[src/rtl/serial_sub_ctrl.sv]
// serial_sub_ctrl: bit-serial unsigned subtractor controller.
// Computes diff = a - b (mod 2^WIDTH) one bit per clock, LSB first, through a
// single full-subtractor cell. A start/done handshake sequences each operation;
// diff and borrow_out are held until the next operation completes.
module serial_sub_ctrl #(
  parameter int WIDTH = 8
) (
  input  logic             clk,
  input  logic             rst,
  input  logic             start,
  input  logic [WIDTH-1:0] a,
  input  logic [WIDTH-1:0] b,
  output logic             busy,
  output logic             done,
  output logic [WIDTH-1:0] diff,
  output logic             borrow_out
);

  localparam int CW = (WIDTH > 1) ? $clog2(WIDTH) : 1;

  typedef enum logic [1:0] {
    IDLE = 2'd0,
    RUN  = 2'd1,
    DONE = 2'd2
  } state_t;

  state_t           state_q, state_d;
  logic [WIDTH-1:0] sa_q, sa_d;
  logic [WIDTH-1:0] sb_q, sb_d;
  logic [WIDTH-1:0] sr_q, sr_d;
  logic [WIDTH-1:0] diff_q, diff_d;
  logic [CW-1:0]    cnt_q, cnt_d;
  logic             br_q, br_d;
  logic             borrow_q, borrow_d;
  logic             busy_q, busy_d;
  logic             done_q, done_d;

  logic             d_bit;
  logic             br_next;

  // Full-subtractor cell operating on the current LSBs and the stored borrow.
  always_comb begin
    d_bit   = sa_q[0] ^ sb_q[0] ^ br_q;
    br_next = (~sa_q[0] & sb_q[0]) | ((~sa_q[0] | sb_q[0]) & br_q);
  end

  // Next-state and next-output logic for the IDLE/RUN/DONE sequencer.
  always_comb begin
    // NOTE: every variable gets a default here so no path can leave one
    // unassigned, which would otherwise infer a latch.
    state_d  = state_q;
    sa_d     = sa_q;
    sb_d     = sb_q;
    sr_d     = sr_q;
    diff_d   = diff_q;
    cnt_d    = cnt_q;
    br_d     = br_q;
    borrow_d = borrow_q;
    busy_d   = 1'b0;
    done_d   = 1'b0;

    case (state_q)
      // DONE accepts a new request exactly like IDLE, giving back-to-back ops.
      IDLE, DONE: begin
        if (start) begin
          sa_d    = a;
          sb_d    = b;
          sr_d    = '0;
          br_d    = 1'b0;
          cnt_d   = '0;
          busy_d  = 1'b1;
          state_d = RUN;
        end else begin
          state_d = IDLE;
        end
      end

      RUN: begin
        sa_d  = sa_q >> 1;
        sb_d  = sb_q >> 1;
        sr_d  = {d_bit, sr_q[WIDTH-1:1]};
        br_d  = br_next;
        cnt_d = cnt_q + 1'b1;
        if (cnt_q == CW'(WIDTH - 1)) begin
          // Last bit: publish the completed word and final borrow together.
          diff_d   = {d_bit, sr_q[WIDTH-1:1]};
          borrow_d = br_next;
          done_d   = 1'b1;
          state_d  = DONE;
        end else begin
          busy_d = 1'b1;
        end
      end

      default: state_d = IDLE;
    endcase
  end

  // State and output registers; synchronous reset aborts any operation.
  always_ff @(posedge clk) begin
    // NOTE: sequential state uses non-blocking assignments so every flop
    // samples the pre-edge values, independent of statement order.
    if (rst) begin
      state_q  <= IDLE;
      sa_q     <= '0;
      sb_q     <= '0;
      sr_q     <= '0;
      diff_q   <= '0;
      cnt_q    <= '0;
      br_q     <= 1'b0;
      borrow_q <= 1'b0;
      busy_q   <= 1'b0;
      done_q   <= 1'b0;
    end else begin
      state_q  <= state_d;
      sa_q     <= sa_d;
      sb_q     <= sb_d;
      sr_q     <= sr_d;
      diff_q   <= diff_d;
      cnt_q    <= cnt_d;
      br_q     <= br_d;
      borrow_q <= borrow_d;
      busy_q   <= busy_d;
      done_q   <= done_d;
    end
  end

  assign busy       = busy_q;
  assign done       = done_q;
  assign diff       = diff_q;
  assign borrow_out = borrow_q;

endmodule

[config.mk]
export PLATFORM = sky130hd
export DESIGN_NAME = serial_sub_ctrl
export DESIGN_NICKNAME = d
export VERILOG_FILES = /design/src/rtl/serial_sub_ctrl.sv
export SDC_FILE = /design/constraint.sdc
export NUM_CORES = 1
export LEC_CHECK = 0
export ABC_AREA = 1
export BUFFER_PORTS_ARGS = -buffer_cell sky130_fd_sc_hd__buf_4
export CORE_MARGIN = 4
export CORE_UTILIZATION = 30
export DETAILED_ROUTE_END_ITERATION = 10
export PLACE_DENSITY = 0.46
export SETUP_SLACK_MARGIN = 0.02
export SYNTH_ARGS = -nofsm -noshare
export SYNTH_HDL_FRONTEND = slang
export SYNTH_SLANG_ARGS = --single-unit
[constraint.sdc]
create_clock -name clk -period 2.4 [get_ports clk]
set_input_delay 0.48 -clock clk [delete_from_list [all_inputs] [get_ports clk]]
set_output_delay 0.48 -clock clk [all_outputs]
set_load 0.03 [all_outputs]
### Word-level counts from Yosys, hierarchy flattened

Index checks and enable logic that the tools add are counted.
W data, S select, Z words.

| word-level totals | value |
|---|---|
| register bits | 41 |
| input bits | 19 |
| output and inout bits | 11 |
| word-level logic and storage cells | 47 |

| cells by class | value |
|---|---|
| add/sub/neg operators | 1 |
| equal/unequal tests | 5 |
| muxes and demuxes | 17 |
| bitwise logic cells | 8 |
| reductions and logical operators | 6 |

Operators by type and width:

| cell | number |
|---|---|
| $pmux W8 S2 | 3 |
| $mux W8 | 3 |
| $pmux W3 S2 | 1 |
| $mux W1 | 5 |
| $ne A2 B2 Y1 const B | 2 |
| $pmux W1 S2 | 2 |
| $pmux W2 S2 | 1 |
| $reduce_and A2 Y1 | 2 |
| $reduce_or A2 Y1 | 2 |
| $add A3 B1 Y3 const B | 1 |
| $eq A3 B3 Y1 const B | 1 |
| $mux W3 | 1 |
| $and A1 B1 Y1 | 2 |
| $eq A2 B1 Y1 const B | 1 |
| $eq A2 B2 Y1 const B | 1 |
| $logic_not A2 Y1 | 1 |
| $mux W2 | 1 |
| $not A1 Y1 | 2 |
| $or A1 B1 Y1 | 2 |
| $reduce_bool A2 Y1 | 1 |
| $xor A1 B1 Y1 | 2 |

### Logic depth before layout (Yosys ltp)

Gate-level depths: netlist of run 1.

| logic depth | value |
|---|---|
| depth in word-level cells | 5 |
| mapped depth | 7 |
| mapped depth without buffers | 6 |

### Worst setup path before layout of run 1

Ideal clock, no wire load.

| timing path | value |
|---|---|
| kind | register to register |
| start point | register sa_q[0] |
| end point | register sr_q[7] |
| setup time | 132 ps |
| arrival time | 1010 ps |
| data required time | 2268 ps |
| setup slack | 1258 ps |
| stages on the path, launching flop included | 6 |
| path buffers | 0 |
| period minus slack after synthesis | 1142 ps |
| path through | dfxtp_1 inv_1 fa_1 inv_1 nand2_1 a21oi_1 |

| on the way | value |
|---|---|
| word-level cells in the longest chain between the ends | 3 |

RTL lines:

| what | line | RTL |
|---|---|---|
| start, declared | 28 | `logic [WIDTH-1:0] sa_q, sa_d;` |
| start signal, assigned | 105 | `sa_q <= '0;` |
| start signal, assigned | 116 | `sa_q <= sa_d;` |
| $xor A1 B1 Y1 (2 in a row) | 43 | `d_bit = sa_q[0] ^ sb_q[0] ^ br_q;` |
| $pmux W8 S2 | 62 | `case (state_q)` |
| end signal, assigned | 118 | `sr_q <= sr_d;` |
| end, declared | 30 | `logic [WIDTH-1:0] sr_q, sr_d;` |

No other way between the ends.
A chain may end at the register's enable or synchronous reset.

### Final worst setup path of run 1

| timing path | value |
|---|---|
| start point | register state_q[1] |
| end point | register busy_q (netlist: busy) |

| on the way | value |
|---|---|
| word-level cells in the longest chain between the ends | 3 |
| elaborated cells on any way between the ends | 5 |
| classes of those cells | eq/ne (2); mux (1); reduce/logical (2) |

RTL lines:

| what | line | RTL |
|---|---|---|
| start, declared | 27 | `state_t state_q, state_d;` |
| start signal, assigned | 115 | `state_q <= state_d;` |
| $eq A2 B2 Y1 or $logic_not A2 Y1 (tied branches) | 62 |  |
| $reduce_or A2 Y1 | 62 |  |
| $pmux W1 S2 (*) | 62 |  |
| end signal, assigned | 123 | `busy_q <= busy_d;` |
| end, declared | 35 | `logic busy_q, busy_d;` |

Mark *: on every way between the ends. The rest lies on a longest branch, timed or not.

==> impl_metrics.py, run 1 <==
metrics = {
    "status": {
        "status": "finished, final reports clean",
    },
    "final_layout": {
        "layout.nets": 295,
        "diodes": 0,
        "area_growth_pct": 19.7,
        "drive_above_1_share": 0.164,
    },
    "clocking": {
        "cts_root_buf": "clkbuf_8",
        "ctsHtreeMaxLevel": 2,
        "clk_latency_ps": 290,
        "cts_tree": "done",
        "clockBufferDepth": 2,
        "post_cts_resized": 0,
        "post_cts_buffers": 0,
        "cts_buffers": 5,
        "cts.sinks": 40,
        "cts.clk_slew.worst_paths_ps": 80,
        "hold_buffers": 0,
    },
    "synthesis": {
        "synthMuxAreaShare": 0,
        "syn-num-nets": 271,
        "yosys_warnings": 0,
        "synthXorXnorAreaFrac": 0,
        "seq_area_frac_synth": 0.456,
        "synth_top_cell_area_share": 0.456,
        "synth_top_family_by_area": "simple AND/OR/NAND/NOR gates",
        "synth_area_per_cell_um2": 7.05,
        "yosys.cell_types.count": 18,
        "ys_ff_latch": 40,
        "yosys-top-cells-area": "dfxtp_1 (46%), nand3_1 (14%), nand2_1 (12%)",
        "synth_adder_area_share": 0.0257,
        "syn-cell-area_um2": 1760,
        "yosys.area.top_type": "dfxtp_1",
        "synth_cells": 249,
        "yosys.area_share.simple": 0.346,
        "synth_compound_area_frac": 0.0513,
    },
    "route": {
        "wl_per_cell_um": 11.1,
        "initialDrtViolationCount": 96,
        "firstDrtPassIters": 4,
        "viasPerCell": 4.36,
        "finalWirelength_mm": 3.82,
        "ant_nets": 0,
        "drc": 0,
        "vias": 1507,
    },
    "setup_path": {
        "worstPathArrival_ps": 1680,
        "end_kind": "flip-flop",
        "r2r_cells": 5,
        "crit_fanout": 27,
        "cp-start-kind": "flip-flop",
        "crit_type": "flip-flop to flip-flop",
        "cp-endpoint": "busy$_SDFF_PP0_",
        "critPathRequiredTime_ps": 2620,
        "r2r_setup_slack_ps": 940,
        "rr_endpoint": "busy$_SDFF_PP0_",
        "r2r-start": "state_q[1]$_SDFFE_PP0P_",
        "setup.worst_path.start": "state_q[1]$_SDFFE_PP0P_",
    },
    "global_route": {
        "antenna_found_initial": 0,
        "overflow": 0,
        "grt_pass1_wl_mm": 6.62,
        "grt_start_max_net_pins": 45,
        "grtUsageTotal": 0.112,
        "grt_pass1_vias": 1379,
    },
    "floorplan": {
        "dieArea_um2": 7140,
        "dieHeight_um": 84.5,
        "start_util": 0.315,
        "ios": 30,
        "fp-row-count": 27,
        "coreArea_um2": 5570,
        "die_w_um": 84.5,
    },
    "timing": {
        "slew_headroom": 0.625,
        "drv_slew": 0,
        "hold_ws_ps": 410,
        "rsz0062_at_grt": "no",
        "hold_viol_final": 0,
        "worst_pin_slew_ps": 560,
        "period_share": 0.610,
        "fmax_mhz": 684,
        "post-route-min-period_ps": 1460,
        "fin_setup_tns_ps": 0,
        "setup_violations": 0,
        "clock_skew_ps": 5.64,
    },
    "place": {
        "portBuffers": 29,
        "routabilityCongestion": 0.686,
        "dp_hpwl_mm": 2.53,
    },
    "power_and_ir_drop": {
        "p_sw_frac": 0.253,
        "clkPwrFrac": 0.374,
        "pwr-share-seq": 0.492,
        "p_leak_nw": 1.05,
        "internal_power_mw": 1.08,
        "netSwitchingPower_uw": 366,
        "combPwrFrac": 0.133,
        "power_density_nw_per_um2": 688,
        "vdd_drop_max_uv": 203,
    },
    "min_path": {
        "min_path_cells": 3,
        "hp-class": "primary input to flip-flop",
    },
    "run": {
        "maxCapViolations": 0,
    },
}
-- through the flow --
stage / setup slack (ps) / std cells / utilization / cell area, um^2 / power, mW
finish: 937 / 346 / 0.377 / 2100 / 1.45
detailed placement: 882 / 338 / 0.358 / 1990 / 0.923
CTS: 905 / 346 / 0.377 / 2100 / 1.47
global placement: 887 / 338 / 0.358 / 1990 / 0.924
floorplan: 1260 / 249 / - / 1760 / 0.871
global route: 695 / 346 / 0.377 / 2100 / 1.53
-- synth_stat cells (all sizes together) --
| cell type | count |
|---|---|
| nand2 | 60 |
| inv | 36 |
| buf | 12 |
| o21ai | 2 |
| clkbuf | 1 |
| nor2 | 29 |
| fa | 1 |
| nand3 | 49 |
| nand3b | 1 |
| dfxtp | 40 |
| a21oi | 16 |
| ha | 2 |
-- power groups by stage --
stage / registers, mW / clock network [mW] / logic [mW]
CTS: 0.713 / 0.560 / 0.196
detailed placement: 0.728 / 0 / 0.194
global route: 0.717 / 0.587 / 0.222
floorplan: 0.724 / 0 / 0.147
finish: 0.712 / 0.541 / 0.193
global placement: 0.728 / 0 / 0.196
-- final cells by class --
type                       count  area [um^2]
tap                           72         90.1
timing repair buffer          30          225
clock inverter                 2         35.0
sequential                    40          801
fill                         615         3470
inverter                      36          135
clock buffer                   6         72.6
multi-input combinational    160          742
-- sequential cells by signal (all words and copies together), names as in the netlist --
| signal | count |
|---|---|
| done | 1 |
| borrow_out | 1 |
| cnt_q | 3 |
| sr_q | 7 |
| br_q | 1 |
| state_q | 2 |
| sa_q | 8 |
| sb_q | 8 |
| busy | 1 |
| diff | 8 |
-- worst max-delay path, cell delays in order (launching register included) --
cell and delay, ps:
dfxtp_1 350, inv_2 220, nand2_2 390, nand2_1 210, nand2_1 80, a21oi_1 130
-- layer usage --
layer | global-route usage | vias to the layer above | share of wire
li1 | - | 823 | -
met1 | 0.158 | 651 | 0.52
met2 | 0.162 | 27 | 0.43
met3 | 0.0343 | 6 | 0.045
met4 | 0.0388 | 0 | 0.013
met5 | 0 | - | 0
-- worst min path at each step --
stage | slack [ps] | endpoint | startpoint
floorplan | 430 | cnt_q[0]$_SDFFE_PP0P_ | cnt_q[0]$_SDFFE_PP0P_
global placement | 450 | cnt_q[0]$_SDFFE_PP0P_ | cnt_q[0]$_SDFFE_PP0P_
detailed placement | 460 | diff[1]$_SDFFE_PP0P_ | sr_q[2]$_SDFFE_PP0P_
CTS | 400 | sa_q[2]$_SDFFE_PP0P_ | a[2]
global route | 400 | sa_q[2]$_SDFFE_PP0P_ | a[2]
finish | 410 | sb_q[1]$_SDFFE_PP0P_ | b[1]
-- placed cells by master (no fill, tap or decap), drive strengths merged --
| cell | count |
|---|---|
| clkinv | 1 |
| nand2 | 60 |
| nor2 | 29 |
| clkbuf | 6 |
| dfxtp | 40 |
| nand3 | 49 |
| inv | 36 |
| buf | 30 |
| a21oi | 16 |
| nand3b | 1 |
| ha | 2 |
| fa | 1 |
| bufinv | 1 |
| o21ai | 2 |
-- cell families after synthesis --
| logic type | after synthesis |
|---|---|
| fa+ha+maj | 3 |
| simple gates | 139 |
| compound gates | 18 |
| flops | 40 |
| buf+inv | 49 |
No activity file was read; power rests on OpenSTA's default activity.
==> inputs of run 2 (changes only) <==
- PLACE_DENSITY: 0.46 -> 0.48
- clock period: 2.4 -> 1.31 ns (I/O delays scaled with it)
==> run 2 against run 1 <==
Against the previous run: count of clock-buffer cells in the layout did not move; critical path depth did not move; setup slack got worse by 830 ps; global-route usage rose by 1.2 points; register-to-register slack got worse by 830 ps; critical endpoint is now sr_q[7]$_SDFFE_PP0P_; largest cell class unchanged.
==> impl_metrics.py, run 2 (same netlist as run 1, synthesis figures left out) <==
metrics = {
    "status": {
        "status": "finished, final reports clean",
    },
    "route": {
        "vias": 1548,
        "ant_nets": 0,
        "firstDrtPassIters": 4,
        "wl_per_cell_um": 11.2,
        "drc": 0,
        "finalWirelength_mm": 4.00,
        "initialDrtViolationCount": 66,
        "viasPerCell": 4.35,
    },
    "min_path": {
        "hp-class": "primary input to flip-flop",
        "min_path_cells": 3,
        "worstHoldStart": "a[2]",
    },
    "power_and_ir_drop": {
        "p_sw_frac": 0.253,
        "power_density_nw_per_um2": 1250,
        "pwr-share-seq": 0.469,
        "internal_power_mw": 2.08,
        "netSwitchingPower_uw": 704,
        "clkPwrFrac": 0.387,
        "p_leak_nw": 1.11,
        "vdd_drop_max_uv": 549,
        "combPwrFrac": 0.144,
    },
    "clocking": {
        "cts_root_buf": "clkbuf_8",
        "cts.clk_slew.worst_paths_ps": 80,
        "hold_buffers": 0,
        "cts_tree": "done",
        "ctsHtreeMaxLevel": 2,
        "clockBufferDepth": 2,
        "cts.sinks": 40,
        "clk_latency_ps": 290,
        "post_cts_buffers": 0,
        "cts_buffers": 5,
        "post_cts_resized": 0,
    },
    "place": {
        "portBuffers": 29,
        "dp_hpwl_mm": 2.81,
        "dp_slack_ps": 77.9,
        "routabilityCongestion": 0.807,
        "dp_cells": 348,
    },
    "timing": {
        "clock_skew_ps": 2.59,
        "hold_viol_final": 0,
        "drv_slew": 0,
        "slew_headroom": 0.872,
        "period_share": 0.922,
        "setup_violations": 0,
        "worst_pin_slew_ps": 191,
        "fmax_mhz": 828,
        "post-route-min-period_ps": 1210,
        "worst_slack_ps": 103,
        "rsz0062_at_grt": "no",
        "fin_setup_tns_ps": 0,
    },
    "setup_path": {
        "setup.worst_path.start": "sa_q[0]$_SDFFE_PP0P_",
        "cp-endpoint": "sr_q[7]$_SDFFE_PP0P_",
        "critPathRequiredTime_ps": 1490,
        "rr_endpoint": "sr_q[7]$_SDFFE_PP0P_",
        "cp-start-kind": "flip-flop",
        "end_kind": "flip-flop",
        "r2r-start": "sa_q[0]$_SDFFE_PP0P_",
        "r2r_cells": 5,
        "crit_fanout": 2,
        "worstPathArrival_ps": 1390,
        "r2r_setup_slack_ps": 100,
        "crit_type": "flip-flop to flip-flop",
    },
    "final_layout": {
        "diodes": 0,
        "area_growth_pct": 27.2,
        "drive_above_1_share": 0.211,
        "layout_common_cells": "nand2_1 (57), nand3_1 (49), dfxtp_1 (38), buf_4 (38), inv_1 (32)",
        "final_common_cell": "nand2_1",
        "nFillCells": 621,
        "utilization": 0.400,
        "fin_cells": 356,
        "layout.nets": 305,
    },
    "floorplan": {
        "fp-row-count": 27,
        "dieArea_um2": 7140,
        "dieHeight_um": 84.5,
        "start_util": 0.315,
        "coreArea_um2": 5570,
        "die_w_um": 84.5,
        "ios": 30,
    },
    "global_route": {
        "grtUsageTotal": 0.124,
        "grt_pass1_vias": 1474,
        "grt_start_max_net_pins": 18,
        "antenna_found_initial": 0,
        "grt_pass1_wl_mm": 7.07,
        "overflow": 0,
    },
    "run": {
        "maxCapViolations": 0,
    },
}
==> run 2: cell types whose count changed in the layout (fill, tap and decap cells not counted) <==
cell / delta
clkbuf_1: -1
ha_2: +1
dfxtp_1: -2
ha_1: -2
clkbuf_8: +1
buf_12: +2
buf_4: +8
clkinv_4: +1
ha_4: +1
dfxtp_2: +2
clkinv_2: -1
==> run 2: worst max-delay path: stages (launching register included) <==
cell and delay [ps]:
dfxtp_1 320, inv_1 60, fa_1 560, inv_1 50, nand2_1 50, a21oi_1 60
==> run 2: final cells by class <==
type / count / area (um^2) / area share
sequential: 40 / 803 / 0.360
multi-input combinational: 160 / 757 / 0.339
inverter: 36 / 135 / 0.0605
timing repair buffer: 40 / 325 / 0.146
clock inverter: 2 / 38.8 / 0.0174
clock buffer: 6 / 82.6 / 0.0370
tap: 72 / 90.1 / 0.0404
==> run 2: how the worst min path moves through the flow <==
| stage | endpoint | slack [ps] |
|---|---|---|
| global placement | cnt_q[0]$_SDFFE_PP0P_ | 440 |
| global route | sa_q[5]$_SDFFE_PP0P_ | 170 |
| finish | sa_q[2]$_SDFFE_PP0P_ | 180 |
| detailed placement | cnt_q[0]$_SDFFE_PP0P_ | 450 |
| CTS | sa_q[2]$_SDFFE_PP0P_ | 180 |
| floorplan | cnt_q[1]$_SDFFE_PP0P_ | 330 |
==> run 2: stage by stage <==
stage	power (mW)	cell area (um^2)	hold WS, ps
floorplan	1.60	1760	331
global placement	1.74	2090	436
detailed placement	1.74	2090	446
CTS	2.82	2210	178
global route	2.95	2230	172
finish	2.78	2230	183
==> run 2: layer usage <==
metal  GRT usage  up-vias  part of all wire
met1       0.167      671              0.51
met3      0.0530        4             0.057
met4      0.0432        0             0.012
met5           0        -                 0
li1            -      844                 -
met2       0.176       29              0.42
==> run 2: power groups by stage <==
stage	clock network (mW)	logic, mW	registers (mW)
after global routing	1.18	0.461	1.31
final	1.08	0.401	1.30
after detailed placement	0	0.404	1.33
after CTS	1.11	0.406	1.30
after floorplan	0	0.270	1.33
after global placement	0	0.406	1.33
==> inputs of run 3 (changes only) <==
==> constraint.sdc (replaced) <==
create_clock -name clk -period 1.31 [get_ports clk]
set_input_delay 0.131 -clock clk [delete_from_list [all_inputs] [get_ports clk]]
set_output_delay 0.131 -clock clk [all_outputs]
set_load 0.03 [all_outputs]
==> run 3 against run 2 <==
Against the previous run: combinational power about the same; die area unchanged; sequential power about the same; hold slack got worse by 130 ps; sequential cell count unchanged; critical endpoint unchanged.
==> impl_metrics.py, run 3 (same netlist as run 1, synthesis figures left out) <==
metrics = {
    "setup_path": {
        "critical-path-top-delay-family": "adder cells",
        "crit_fanout": 2,
        "r2r_cells": 5,
        "cp-start-kind": "flip-flop",
        "critPathRequiredTime_ps": 1490,
        "critPathMaxStageDelay_ps": 560,
        "cp_cell_sequence": "inv_1 -> fa_1 -> inv_1 -> nand2_1 -> a21oi_1",
        "path_depth": 5,
        "worstPathArrival_ps": 1380,
        "critPathSlowestCell": "fa_1",
        "crit_type": "flip-flop to flip-flop",
        "end_kind": "flip-flop",
        "timing.critical_path.buf_inv": 2,
        "crit_path_frequent_cell": "inv_1",
    },
    "global_route": {
        "grt_pass1_vias": 1443,
        "overflow": 0,
        "grtUsageTotal": 0.118,
        "grt_pass1_wl_mm": 6.83,
        "grt_start_max_net_pins": 22,
        "antenna_found_initial": 0,
    },
    "clocking": {
        "cts.clk_slew.worst_paths_ps": 80,
        "clockBufferDepth": 2,
        "cts.sinks": 40,
        "cts_tree": "done",
        "post_cts_buffers": 0,
        "clk_latency_ps": 290,
        "cts_buffers": 5,
        "cts_root_buf": "clkbuf_8",
        "post_cts_resized": 0,
        "ctsHtreeMaxLevel": 2,
        "hold_buffers": 0,
    },
    "route": {
        "vias": 1556,
        "initialDrtViolationCount": 75,
        "firstDrtPassIters": 4,
        "finalWirelength_mm": 3.92,
        "ant_nets": 0,
        "viasPerCell": 4.35,
        "wl_per_cell_um": 11.0,
        "drc": 0,
    },
    "place": {
        "dp_slack_ps": 62.9,
        "dp_cells": 350,
        "dp_hpwl_mm": 2.76,
        "routabilityCongestion": 0.745,
        "portBuffers": 29,
    },
    "timing": {
        "rsz0062_at_grt": "yes",
        "clock_skew_ps": 4.39,
        "worst_pin_slew_ps": 206,
        "worst_slack_ps": 114,
        "drv_slew": 0,
        "hold_viol_final": 0,
        "fin_setup_tns_ps": 0,
        "fmax_mhz": 836,
        "setup_violations": 0,
        "period_share": 0.913,
        "slew_headroom": 0.863,
        "post-route-min-period_ps": 1200,
    },
    "floorplan": {
        "coreArea_um2": 5570,
        "ios": 30,
        "fp-row-count": 27,
        "dieHeight_um": 84.5,
        "dieArea_um2": 7140,
        "die_w_um": 84.5,
        "start_util": 0.315,
    },
    "final_layout": {
        "final_common_cell": "nand2_1",
        "multi_input_area_um2": 749,
        "layout.nets": 307,
        "diodes": 0,
        "ff_latch_area_um2": 801,
        "drive_above_1_share": 0.210,
        "layout_common_cells": "nand2_1 (57), nand3_1 (48), buf_4 (41)",
        "nFillCells": 613,
        "fin_cells": 358,
        "area_growth_pct": 26.3,
    },
    "min_path": {
        "min_path_cells": 3,
        "hp-class": "primary input to flip-flop",
    },
    "power_and_ir_drop": {
        "vdd_drop_max_uv": 464,
        "power_density_nw_per_um2": 1220,
        "p_leak_nw": 1.10,
        "p_total_mw": 2.71,
    },
    "status": {
        "status": "finished, final reports clean",
    },
    "run": {
        "maxCapViolations": 0,
    },
}
## run 3: where the power goes
| group | switching, mW | leakage [nW] | internal (mW) |
|---|---|---|---|
| sequential | 0.0254 | 0.327 | 1.28 |
| clock | 0.441 | 0.0541 | 0.564 |
| combinational | 0.225 | 0.723 | 0.173 |
## run 3: metrics by stage
step,cell area (um^2),utilization,hold slack [ps]
4_1_cts,2210,0.396,50.0
5_1_grt,2220,0.398,57.5
3_3_place_gp,2100,0.376,352
3_5_place_dp,2100,0.376,359
2_1_floorplan,1760,-,200
6_report,2220,0.398,57.9
## run 3: metal layers
layer | share of wire | global-route usage | vias to the layer above
li1 | - | - | 846
met1 | 0.52 | 0.164 | 681
met2 | 0.43 | 0.175 | 23
met3 | 0.039 | 0.0324 | 6
met4 | 0.013 | 0.0432 | 0
met5 | 0 | 0 | -
## run 3: area by class of cell
class,count,area share
clock buffer,5,0.0310
multi-input combinational,160,0.338
clock inverter,3,0.0192
tap,72,0.0406
timing repair buffer,42,0.148
inverter,36,0.0621
sequential,40,0.361
## run 3: path summary, 6_finish.rpt
| path | endpoint | from | slack, ps |
|---|---|---|---|
| hold / removal | sb_q[5]$_SDFFE_PP0P_ | b[5] | 60 |
| setup / recovery | sr_q[7]$_SDFFE_PP0P_ | sa_q[0]$_SDFFE_PP0P_ | 110 |
| hold reg to reg | cnt_q[0]$_SDFFE_PP0P_ | cnt_q[0]$_SDFFE_PP0P_ | 460 |
| setup reg to reg | sr_q[7]$_SDFFE_PP0P_ | sa_q[0]$_SDFFE_PP0P_ | 110 |
## run 3: worst reg2reg max path, cell delays in order (launching register included)
cell     delay, ps
dfxtp_1        310
inv_1           60
fa_1           560
inv_1           40
nand2_1         50
a21oi_1         60
